--- config.mk ---
export PLATFORM = sky130hd
export DESIGN_NAME = div_unit
export DESIGN_NICKNAME = d
export VERILOG_FILES = /design/src/rtl/div_unit.sv
export SDC_FILE = /design/constraint.sdc
export NUM_CORES = 1
export LEC_CHECK = 0
export CORE_ASPECT_RATIO = 1.4
export CORE_MARGIN = 1
export CORE_UTILIZATION = 40
export DETAILED_ROUTE_END_ITERATION = 10
export DONT_BUFFER_PORTS = 1
export MAX_ROUTING_LAYER = met4
export PLACE_DENSITY = 0.51
export RECOVER_POWER = 25
export SYNTH_ARGS = -nofsm -noshare
export SYNTH_HDL_FRONTEND = slang
export SYNTH_SLANG_ARGS = --single-unit
--- constraint.sdc ---
create_clock -name clk -period 6.45 [get_ports clk]
set_input_delay 1.29 -clock clk [delete_from_list [all_inputs] [get_ports clk]]
set_output_delay 1.29 -clock clk [all_outputs]
set_load 0.01 [all_outputs]
--- src/rtl/div_unit.sv ---
// div_unit: iterative RV32M DIV/DIVU/REM/REMU, one quotient bit per cycle.
// Ports: clk, rst, start, op, rs1_val, rs2_val, rd, wb_ready -> busy, we, wa, wd.
module div_unit (
  input  logic        clk,
  input  logic        rst,
  input  logic        start,
  input  logic [1:0]  op,
  input  logic [31:0] rs1_val,
  input  logic [31:0] rs2_val,
  input  logic [4:0]  rd,
  input  logic        wb_ready,
  output logic        busy,
  output logic        we,
  output logic [4:0]  wa,
  output logic [31:0] wd
);

  typedef enum logic [1:0] {
    S_IDLE,
    S_CALC,
    S_DONE
  } state_e;

  state_e      state_q, state_d;
  logic [4:0]  cnt_q, cnt_d;
  logic [32:0] rem_q, rem_d;
  logic [31:0] quo_q, quo_d;
  logic [31:0] dvs_q, dvs_d;
  logic        sel_r_q, sel_r_d;
  logic        neg_q_q, neg_q_d;
  logic        neg_r_q, neg_r_d;
  logic [4:0]  rd_q, rd_d;
  logic [4:0]  wa_q, wa_d;
  logic [31:0] wd_q, wd_d;

  logic        sgn;
  logic        a_neg;
  logic        b_neg;
  logic [31:0] a_mag;
  logic [31:0] b_mag;
  logic        div0;
  logic        ovf;
  logic [32:0] rem_sh;
  logic [32:0] rem_nx;
  logic [31:0] quo_nx;
  logic [31:0] q_res;
  logic [31:0] r_res;

  always_comb begin
    sgn   = ~op[0];
    a_neg = sgn & rs1_val[31];
    b_neg = sgn & rs2_val[31];
    a_mag = a_neg ? (~rs1_val + 32'd1) : rs1_val;
    b_mag = b_neg ? (~rs2_val + 32'd1) : rs2_val;
    div0  = (rs2_val == 32'd0);
    ovf   = sgn & (rs1_val == 32'h8000_0000)
                & (rs2_val == 32'hFFFF_FFFF);

    // Restoring step: shift in next dividend bit, subtract if it fits.
    rem_sh = {rem_q[31:0], quo_q[31]};
    quo_nx = {quo_q[30:0], 1'b0};
    rem_nx = rem_sh;
    if (rem_sh >= {1'b0, dvs_q}) begin
      rem_nx    = rem_sh - {1'b0, dvs_q};
      quo_nx[0] = 1'b1;
    end
    q_res = neg_q_q ? (~quo_nx + 32'd1) : quo_nx;
    r_res = neg_r_q ? (~rem_nx[31:0] + 32'd1) : rem_nx[31:0];
  end

  always_comb begin
    state_d = state_q;
    cnt_d   = cnt_q;
    rem_d   = rem_q;
    quo_d   = quo_q;
    dvs_d   = dvs_q;
    sel_r_d = sel_r_q;
    neg_q_d = neg_q_q;
    neg_r_d = neg_r_q;
    rd_d    = rd_q;
    wa_d    = wa_q;
    wd_d    = wd_q;
    unique case (state_q)
      S_IDLE: begin
        if (start) begin
          sel_r_d = op[1];
          neg_q_d = a_neg ^ b_neg;
          neg_r_d = a_neg;
          rd_d    = rd;
          if (div0) begin
            wd_d    = op[1] ? rs1_val : 32'hFFFF_FFFF;
            wa_d    = rd;
            state_d = S_DONE;
          end else if (ovf) begin
            wd_d    = op[1] ? 32'd0 : 32'h8000_0000;
            wa_d    = rd;
            state_d = S_DONE;
          end else begin
            cnt_d   = 5'd0;
            rem_d   = 33'd0;
            quo_d   = a_mag;
            dvs_d   = b_mag;
            state_d = S_CALC;
          end
        end
      end
      S_CALC: begin
        rem_d = rem_nx;
        quo_d = quo_nx;
        cnt_d = cnt_q + 5'd1;
        if (cnt_q == 5'd31) begin
          wd_d    = sel_r_q ? r_res : q_res;
          wa_d    = rd_q;
          state_d = S_DONE;
        end
      end
      S_DONE: begin
        if (wb_ready) state_d = S_IDLE;
      end
      default: state_d = S_IDLE;
    endcase
  end

  always_ff @(posedge clk) begin
    if (rst) begin
      state_q <= S_IDLE;
      cnt_q   <= 5'd0;
      rem_q   <= 33'd0;
      quo_q   <= 32'd0;
      dvs_q   <= 32'd0;
      sel_r_q <= 1'b0;
      neg_q_q <= 1'b0;
      neg_r_q <= 1'b0;
      rd_q    <= 5'd0;
      wa_q    <= 5'd0;
      wd_q    <= 32'd0;
    end else begin
      state_q <= state_d;
      cnt_q   <= cnt_d;
      rem_q   <= rem_d;
      quo_q   <= quo_d;
      dvs_q   <= dvs_d;
      sel_r_q <= sel_r_d;
      neg_q_q <= neg_q_d;
      neg_r_q <= neg_r_d;
      rd_q    <= rd_d;
      wa_q    <= wa_d;
      wd_q    <= wd_d;
    end
  end

  assign busy = (state_q != S_IDLE);
  // Writes to x0 are suppressed; the handshake still completes.
  assign we   = (state_q == S_DONE) & wb_ready & (wa_q != 5'd0);
  assign wa   = wa_q;
  assign wd   = wd_q;

endmodule
# After elaboration in Yosys (flattened, before gate mapping)

Index checks and enable logic that the tools add are counted.

Flip-flop bits (word level): 148
Output and inout port bits: 39

Add/sub/neg operators: 6
$lt $le $gt $ge: 1
Equality and inequality tests: 11
Muxes and demuxes: 37
Bitwise operators: 14
Reductions and logical operators: 10

Operators by type and width:

| cell                                                             | number |
|---|---|
| 32-bit 2-to-1 mux                                                | 18 |
| 32-bit one-hot mux with 2 select lines                           | 3 |
| 32-bit by 1-bit adder with 32-bit output (second input constant) | 4 |
| 32-bit inverter                                                  | 4 |
| 32-bit == test (second input constant)                           | 2 |
| 5-bit 2-to-1 mux                                                 | 7 |
| 33-bit by 32-bit >= comparator with 1-bit output                 | 1 |
| 32-bit logical NOT                                               | 1 |
| 32-bit subtractor                                                | 1 |
| 5-bit one-hot mux with 2 select lines                            | 2 |
| 4-bit AND reduction                                              | 3 |
| 2-bit 2-to-1 mux                                                 | 5 |
| 2-bit inequality test (second input constant)                    | 5 |
| 1-bit bitwise AND                                                | 6 |
| 2-bit one-hot mux with 3 select lines                            | 1 |
| 5-bit by 1-bit adder with 5-bit output (second input constant)   | 1 |
| 5-bit == test (second input constant)                            | 1 |
| 5-bit nonzero test                                               | 1 |
| 2-bit nonzero test                                               | 2 |
| 3-bit inequality test (second input constant)                    | 1 |
| 1-bit inverter                                                   | 3 |
| 3-bit AND reduction                                              | 1 |
| 2-bit by 1-bit == test with 1-bit output (second input constant) | 1 |
| 2-bit == test (second input constant)                            | 1 |
| other kinds (4)                                                  | 4 |

# Longest topological paths before layout

Gate-level depths: netlist (run 1).

Word-level depth: 8
Mapped depth: 23
Gate-level depth less buffers: 18

# Least setup slack after synthesis (run 1)

OpenSTA, ideal clock, no wires.

Path type: register -> register
From: reg rem_q[5]
To: reg wd_q[30] (netlist: wd[30])
Library setup time: 0.079 ns
Data arrival time: 5.189 ns
Required time: 6.371 ns
Setup slack: 1.181 ns
Stages on the path, launching flop included: 22
Clock period less this slack: 5.269 ns
Cells stage by stage: dfxtp_1 ha_1 buf_6 a21oi_4 o21ai_2 a21o_1 a221o_1 a21o_4 buf_6 buf_2 buf_2 buf_2 o21ai_0 ha_1 nor4bb_1 nand3_1 or4_4 o31ai_4 nand4_2 or4_1 a21o_1 a211oi_2

Longest elaborated chain between the ends: 8
Elaborated cells on any way between the ends: 13

RTL lines:

| element                                                                                      | line   | source |
|---|---|---|
| start, declared                                                                              | 26     | `logic [32:0] rem_q, rem_d;` |
| start signal, assigned                                                                       | 140    | `rem_q <= rem_d;` |
| 32-bit subtractor / 33-bit by 32-bit >= comparator with 1-bit output (equally long branches) | 64, 63 |  |
| 32-bit 2-to-1 mux / 1-bit 2-to-1 mux (equally long branches)                                 | 63     | `if (rem_sh >= {1'b0, dvs_q}) begin` |
| 32-bit inverter, on equally long branches                                                    | 68, 67 |  |
| 32-bit by 1-bit adder with 32-bit output, on equally long branches                           | 68, 67 |  |
| 32-bit 2-to-1 mux, on equally long branches                                                  | 68, 67 |  |
| 32-bit 2-to-1 mux (*)                                                                        | 112    | `wd_d = sel_r_q ? r_res : q_res;` |
| 32-bit 2-to-1 mux (*)                                                                        | 111    | `if (cnt_q == 5'd31) begin` |
| 32-bit one-hot mux with 2 select lines (*)                                                   | 83     | `unique case (state_q)` |
| end signal, assigned                                                                         | 148    | `wd_q <= wd_d;` |
| end, declared                                                                                | 34     | `logic [31:0] wd_q, wd_d;` |

Mark *: on every way between the ends. The rest lies on a longest branch, timed or not. The select of a mux whose other input is x is not followed.
A chain may end at the register's enable or synchronous reset.

# Worst setup path after layout (run 1)

From: reg dvs_q[4]
To: reg wd_q[30] (netlist: wd[30])

Longest elaborated chain between the ends: 8
Elaborated cells on any way between the ends: 13

RTL lines:

| element                                                                                      | line   | source |
|---|---|---|
| start, declared                                                                              | 28     | `logic [31:0] dvs_q, dvs_d;` |
| start signal, assigned                                                                       | 142    | `dvs_q <= dvs_d;` |
| 32-bit subtractor / 33-bit by 32-bit >= comparator with 1-bit output (equally long branches) | 64, 63 |  |
| 32-bit 2-to-1 mux / 1-bit 2-to-1 mux (equally long branches)                                 | 63     |  |
| 32-bit inverter, on equally long branches                                                    | 68, 67 |  |
| 32-bit by 1-bit adder with 32-bit output, on equally long branches                           | 68, 67 |  |
| 32-bit 2-to-1 mux, on equally long branches                                                  | 68, 67 |  |
| 32-bit 2-to-1 mux (*)                                                                        | 112    |  |
| 32-bit 2-to-1 mux (*)                                                                        | 111    |  |
| 32-bit one-hot mux with 2 select lines (*)                                                   | 83     |  |

Marks and branches as above.

==> flow_summary.toml, run 1 <==
[outcome]
status = "finished clean"

[sta]
slew_headroom = 0.333
finalSetupTns_ns = 0
finalSetupViolCount = 0
fmax_ghz = 0.188
worst_slew_pin_slew_ns = 0.998
finClkSkew_ns = 0.00954
hold_violations = 0
rsz0062_at_grt = "false"
setup_slack_ns = 1.13
period_needed_ns = 5.32
final_max_slew_viol_count = 0
period_share = 0.825

[clocking]
clk_latency_ns = 0.46
htreeDepth = 4
root_buffer = "clkbuf_16"
cts_made_buffers = 17
cts_hold_buf = 0
cts_tree = "done"
clockBufferDepth = 2
cts.reportedPaths.clkPinSlew_ns = 0.07
postCtsSetupBuffers = 0
clock_sinks = 148
cts.repair.resized = 0

[floorplan]
coreArea_um2 = 29800
io_pins = 114
die_w_um = 149
die-area_um2 = 31000
die_height_um = 208
rows = 75
initial_utilization = 0.406

[routing]
dr.first_iter.drc_count = 737
postRouteWirelength_mm = 40.9
via_per_inst = 5.95
first_pass_iters = 5
drtAntennaViolNets = 0
drc = 0
vias = 11700
wl_per_cell_um = 20.8

[placement]
place_area_um2 = 12200
port_buffers = 0
dpl.cell_count = 1934
pre_cts_ws_ns = 1.08
dpl.hpwl_mm = 30.6
gp_congestion = 0.901

[cells_and_area]
area_growth_pct = 5.72
num-fill-cells = 3164
fin_area_um2 = 12800
final_cell_mix = "nor2_1 (213), nand2_1 (182), dfxtp_1 (148)"
stdcell_count = 1966
fin_nets = 1683
drive_above_1_share = 0.0614
antenna_cells = 0
layout_commonest_cell = "nor2_1"

[worst_setup_path]
cpMostUsedCell = "ha_1"
critPathLaunchType = "flip-flop"
worstSetupPathType = "reg2reg"
timing.rr.start = "dvs_q[4]$_SDFFE_PP0P_"
end_kind = "flip-flop"
arrival_ns = 5.71
cp_slowest_stage_delay_ns = 0.58
worst_ep_required_time_ns = 6.83
r2r_end = "wd[30]$_SDFFE_PP0P_"
crit_end = "wd[30]$_SDFFE_PP0P_"
path_cells = "inv_1 -> ha_1 -> nand2_1 -> a211o_1 -> a21oi_1 -> a221o_1 -> a21o_4 -> mux2i_1 -> ha_1 -> nor4bb_1 -> nand3_1 -> or4_4 -> o31ai_4 -> nand4_2 -> or4_1 -> a21o_1 -> a211oi_2"
critPathLaunch = "dvs_q[4]$_SDFFE_PP0P_"
worstSetupPathDepth = 17
crit_fanout = 7
cpMaxStageDelayCell = "nor4bb_1"
r2r_cells = 17
critPathBufInv = 1
r2r_setup_slack_ns = 1.13
critPathTopFamily = "simple AND/OR/NAND/NOR gates"

[global_route]
grt_pass1_wl_mm = 64.0
grt_pass1_vias = 11400
grt_usage = 0.275
antenna_found_initial = 0
grt_max_degree = 148
grt_overflow_total = 0

[yosys]
synth_top_area_cell = "dfxtp_1"
syn_inst = 1650
syn_area_per_cell_um2 = 7.34
yosys.cell_types.count = 100
ys_ff_latch = 148
syn-num-nets = 1765
synth_area_leaders = "dfxtp_1 (24%), nor2_1 (6.6%), nand2_1 (5.6%)"
syn_area_um2 = 12100
ys.flop_type = "dfxtp_1"
ys_seq_area_frac = 0.245
synth_top_area_share = 0.245
synth_edf_count = 0
synthArstFlopShare = 0
yosysWarnings = 0

[pwr]
leakage_uw = 0.00456
ir_worst_vdd_v = 0.000185
p_total_uw = 3770
p_per_area_nw_per_um2 = 295

[worst_hold_path]
hold_path_class = "reg2reg"
min_from = "rd_q[3]$_SDFFE_PP0P_"

[flow_run]
drv_cap = 0
-- synthesized netlist by cell type, types with 5 or more instances --
library cell,instances
nor2_1,214
nand2_1,182
dfxtp_1,148
a21oi_1,123
o21ai_0,91
clkbuf_1,72
xor2_1,67
xnor2_1,65
inv_1,54
o211ai_1,51
a211oi_1,47
nor3_1,45
a31oi_1,44
ha_1,39
mux2i_1,30
nand3_1,29
o31ai_1,26
nand4_1,21
buf_2,20
a21o_1,19
nor4_1,15
a311oi_1,14
nand2b_1,13
or3_1,12
or4_1,12
o41ai_1,11
and2_1,10
buf_4,9
a311oi_2,8
and3_1,8
nor3b_1,8
buf_1,7
o21a_1,7
o21ai_1,7
nor2b_1,6
or2_2,6
a211o_1,5
a41oi_1,5
-- power breakdown --
| group | total [µW] | internal, µW | switching (µW) |
|---|---|---|---|
| clock | 1060 | 610 | 455 |
| sequential | 1030 | 969 | 64.1 |
| combinational | 1670 | 601 | 1070 |
-- final cells by class --
cell class,instances,area [µm²],share of cell area
well taps,385,482,0.0376
inverters,57,214,0.0167
repair buffers,12,90.1,0.00704
multi-input cells,1332,8450,0.660
clock inverters,15,183,0.0143
flip-flops and latches,148,2960,0.231
clock buffers,17,425,0.0332
-- routing by layer --
layer / GRT usage / part of all wire / vias to the layer above
li1: - / - / 5845
met1: 0.316 / 0.42 / 5499
met2: 0.468 / 0.50 / 292
met3: 0.0525 / 0.045 / 70
met4: 0.106 / 0.034 / 0
met5: - / 0 / -
-- worst min path at each step --
| stage | cells after the start | slack, ns | to |
|---|---|---|---|
| floorplan | 2 | 0.44 | rd_q[0]$_SDFFE_PP0P_ |
| global placement | 2 | 0.44 | rd_q[1]$_SDFFE_PP0P_ |
| detailed placement | 2 | 0.44 | rd_q[3]$_SDFFE_PP0P_ |
| CTS | 2 | 0.45 | rd_q[3]$_SDFFE_PP0P_ |
| global route | 2 | 0.48 | rd_q[0]$_SDFFE_PP0P_ |
| finish | 2 | 0.46 | rd_q[3]$_SDFFE_PP0P_ |
-- per-stage QoR --
step	util	hold WS (ns)
6_report	0.429	0.456
5_1_grt	0.429	0.477
4_1_cts	0.429	0.455
3_5_place_dp	0.409	0.444
3_3_place_gp	0.409	0.443
2_1_floorplan	-	0.437
-- worst min-delay path: cells and delay by family, from the launching register on --
family	cells	cell delay [ns]
and+or+nand+nor	1	0.05
AOI/OAI and AO/OA	1	0.05
DFF	1	0.31
-- sequential cells by signal, indices dropped and copies added, names as in the netlist --
register and flops:
sel_r_q 1, rd_q 5, dvs_q 32, state_q 2, quo_q 32, neg_q_q 1, cnt_q 5, wa 5
wd 32, neg_r_q 1, rem_q 32
-- logic make-up after synthesis --
| kind of cell | synth area share |
|---|---|
| multiplexers | 0.0278 |
| XOR/XNOR | 0.0955 |
| buffers and inverters | 0.0601 |
| flip-flops | 0.245 |
| AO/OA/AOI/OAI | 0.291 |
| adder cells (fa/ha/maj) | 0.0420 |
| AND/OR/NAND/NOR | 0.239 |
(Power assumes the default switching activity.)
==> inputs of run 2 (changes only) <==
--- a/config.mk
+++ b/config.mk
@@ -11,7 +11,7 @@
 export DETAILED_ROUTE_END_ITERATION = 10
 export DONT_BUFFER_PORTS = 1
 export MAX_ROUTING_LAYER = met4
-export PLACE_DENSITY = 0.51
+export PLACE_DENSITY = 0.53
 export RECOVER_POWER = 25
 export SYNTH_ARGS = -nofsm -noshare
 export SYNTH_HDL_FRONTEND = slang
==> constraint.sdc (replaced) <==
create_clock -name clk -period 4.59 [get_ports clk]
set_input_delay 0.918 -clock clk [delete_from_list [all_inputs] [get_ports clk]]
set_output_delay 0.918 -clock clk [all_outputs]
set_load 0.01 [all_outputs]
==> run 2 against run 1 <==
  * Final cell count grew 3.4%
  * Hold slack worse by 0.0014 ns
  * Routed wire length is 0.40% lower
  * Fmax rose by 22%
  * Setup slack got worse by 0.89 ns
  * Clock skew is essentially flat
  * Sequential share of layout area fell by 0.99 points
  * Combinational power is 59% higher
  * Via count grew 2.9%
  * Final area rose by 4.7%
  * Core utilization increased by 2.0 points
  * Critical path type unchanged
==> flow_summary.toml, run 2 (same netlist as run 1, synthesis figures left out) <==
[outcome]
status = "finished clean"

[worst_setup_path]
cpMaxStageDelayCell = "or4_4"
end_kind = "flip-flop"
r2r_setup_slack_ns = 0.23
cp_slowest_stage_delay_ns = 0.52
path_cells = "inv_1 -> ha_1 -> buf_4 -> a21oi_2 -> o21ai_1 -> a21o_1 -> a221o_1 -> a21o_4 -> mux2i_4 -> ha_4 -> nor4bb_4 -> nand3_1 -> or4_4 -> o31ai_4 -> nand4_2 -> or4_1 -> a21o_1 -> a211oi_2"
worstSetupPathType = "reg2reg"
arrival_ns = 4.73
r2r_cells = 18
cpMostUsedCell = "a21o_1"
worst_ep_required_time_ns = 4.97
crit_fanout = 6
critPathLaunchType = "flip-flop"

[floorplan]
io_pins = 114
initial_utilization = 0.406
die_height_um = 208
die_w_um = 149
rows = 75
die-area_um2 = 31000
coreArea_um2 = 29800

[placement]
place_area_um2 = 12800
dpl.hpwl_mm = 31.1
dpl.cell_count = 2000
pre_cts_ws_ns = 0.0608
port_buffers = 0
gp_congestion = 0.937

[cells_and_area]
layout_commonest_cell = "nor2_1"
area_growth_pct = 10.7
drive_above_1_share = 0.109
fin_area_um2 = 13400
final_util = 0.449
stdcell_count = 2032
fin_nets = 1750
final_cell_mix = "nor2_1 (212), nand2_1 (182), dfxtp_1 (144)"
antenna_cells = 0

[global_route]
antenna_found_initial = 0
grt_overflow_total = 0
grt_pass1_vias = 11700
grt_usage = 0.275
grt_max_degree = 148
grt_pass1_wl_mm = 64.1

[sta]
finalSetupViolCount = 0
fmax_ghz = 0.230
final_max_slew_viol_count = 0
worst_slew_pin_slew_ns = 1.03
period_share = 0.949
rsz0062_at_grt = "false"
finClkSkew_ns = 0.00962
whs_ns = 0.454
hold_violations = 0
setup_slack_ns = 0.233
slew_headroom = 0.314
period_needed_ns = 4.36

[routing]
wl_per_cell_um = 20.0
first_pass_iters = 5
drtAntennaViolNets = 0
postRouteWirelength_mm = 40.7
drc = 0
dr.first_iter.drc_count = 658
via_per_inst = 5.93
vias = 12000

[pwr]
p_per_area_nw_per_um2 = 404
ir_worst_vdd_v = 0.000295
leakage_uw = 0.00487

[clocking]
cts.reportedPaths.clkPinSlew_ns = 0.06
clockBufferDepth = 2
clock_sinks = 148
clk_latency_ns = 0.45
cts_hold_buf = 0
cts_made_buffers = 17
htreeDepth = 4
root_buffer = "clkbuf_16"
cts_tree = "done"

[worst_hold_path]
hold_path_class = "reg2reg"
hold_depth = 2

[flow_run]
drv_cap = 0
[run 2: area by class of cell]
| class | count | area (µm²) |
|---|---|---|
| Fill cell | 3136 | 16400 |
| Multi-Input combinational cell | 1332 | 8580 |
| Sequential cell | 148 | 2970 |
| Timing Repair Buffer | 79 | 643 |
| Tap cell | 385 | 482 |
| Clock buffer | 22 | 464 |
| Inverter | 57 | 216 |
| Clock inverter | 9 | 58.8 |
[run 2: worst max-delay path: cells and delay by family (launching register included)]
kind | cells | cell delay (ns)
AO/OA/AOI/OAI | 8 | 1.49
buffers and inverters | 2 | 0.23
adder cells (fa/ha/maj) | 2 | 0.49
AND/OR/NAND/NOR | 5 | 1.52
flip-flops | 1 | 0.34
multiplexers | 1 | 0.22
[run 2: where the power goes]
part | total (µW) | switching (µW) | internal [µW]
Sequential | 1450 | 89.8 | 1360
Combinational | 2660 | 1580 | 1070
Clock | 1300 | 591 | 712
[run 2: repair_timing]
item | CTS | global route
buffers inserted | 0 | 1
resized for setup | 0 | 10
setup endpoints to repair | 0 | 5
[run 2: per-layer routing]
| layer | GRT usage | routed length (µm) | part of all wire | vias to the layer above |
|---|---|---|---|---|
| met5 | - | 0 | 0 | - |
| met4 | 0.111 | 1250 | 0.031 | 0 |
| met3 | 0.0334 | 1800 | 0.044 | 71 |
| met2 | 0.475 | 20400 | 0.50 | 351 |
| met1 | 0.318 | 17200 | 0.42 | 5656 |
| li1 | - | - | - | 5968 |
[run 2: stage by stage]
step / TNS (ns) / total power, µW
after floorplan: -0.0814 / 3340
after global placement: 0 / 4090
after detailed placement: 0 / 4100
after CTS: 0 / 5410
after global routing: 0 / 5740
final: 0 / 5410
[run 2: final timing paths]
kind                           from                   end
max reg2reg  dvs_q[10]$_SDFFE_PP0P_   wd[30]$_SDFFE_PP0P_
min reg2reg    rd_q[2]$_SDFFE_PP0P_  rd_q[2]$_SDFFE_PP0P_
max          dvs_q[10]$_SDFFE_PP0P_   wd[30]$_SDFFE_PP0P_
min            rd_q[2]$_SDFFE_PP0P_  rd_q[2]$_SDFFE_PP0P_
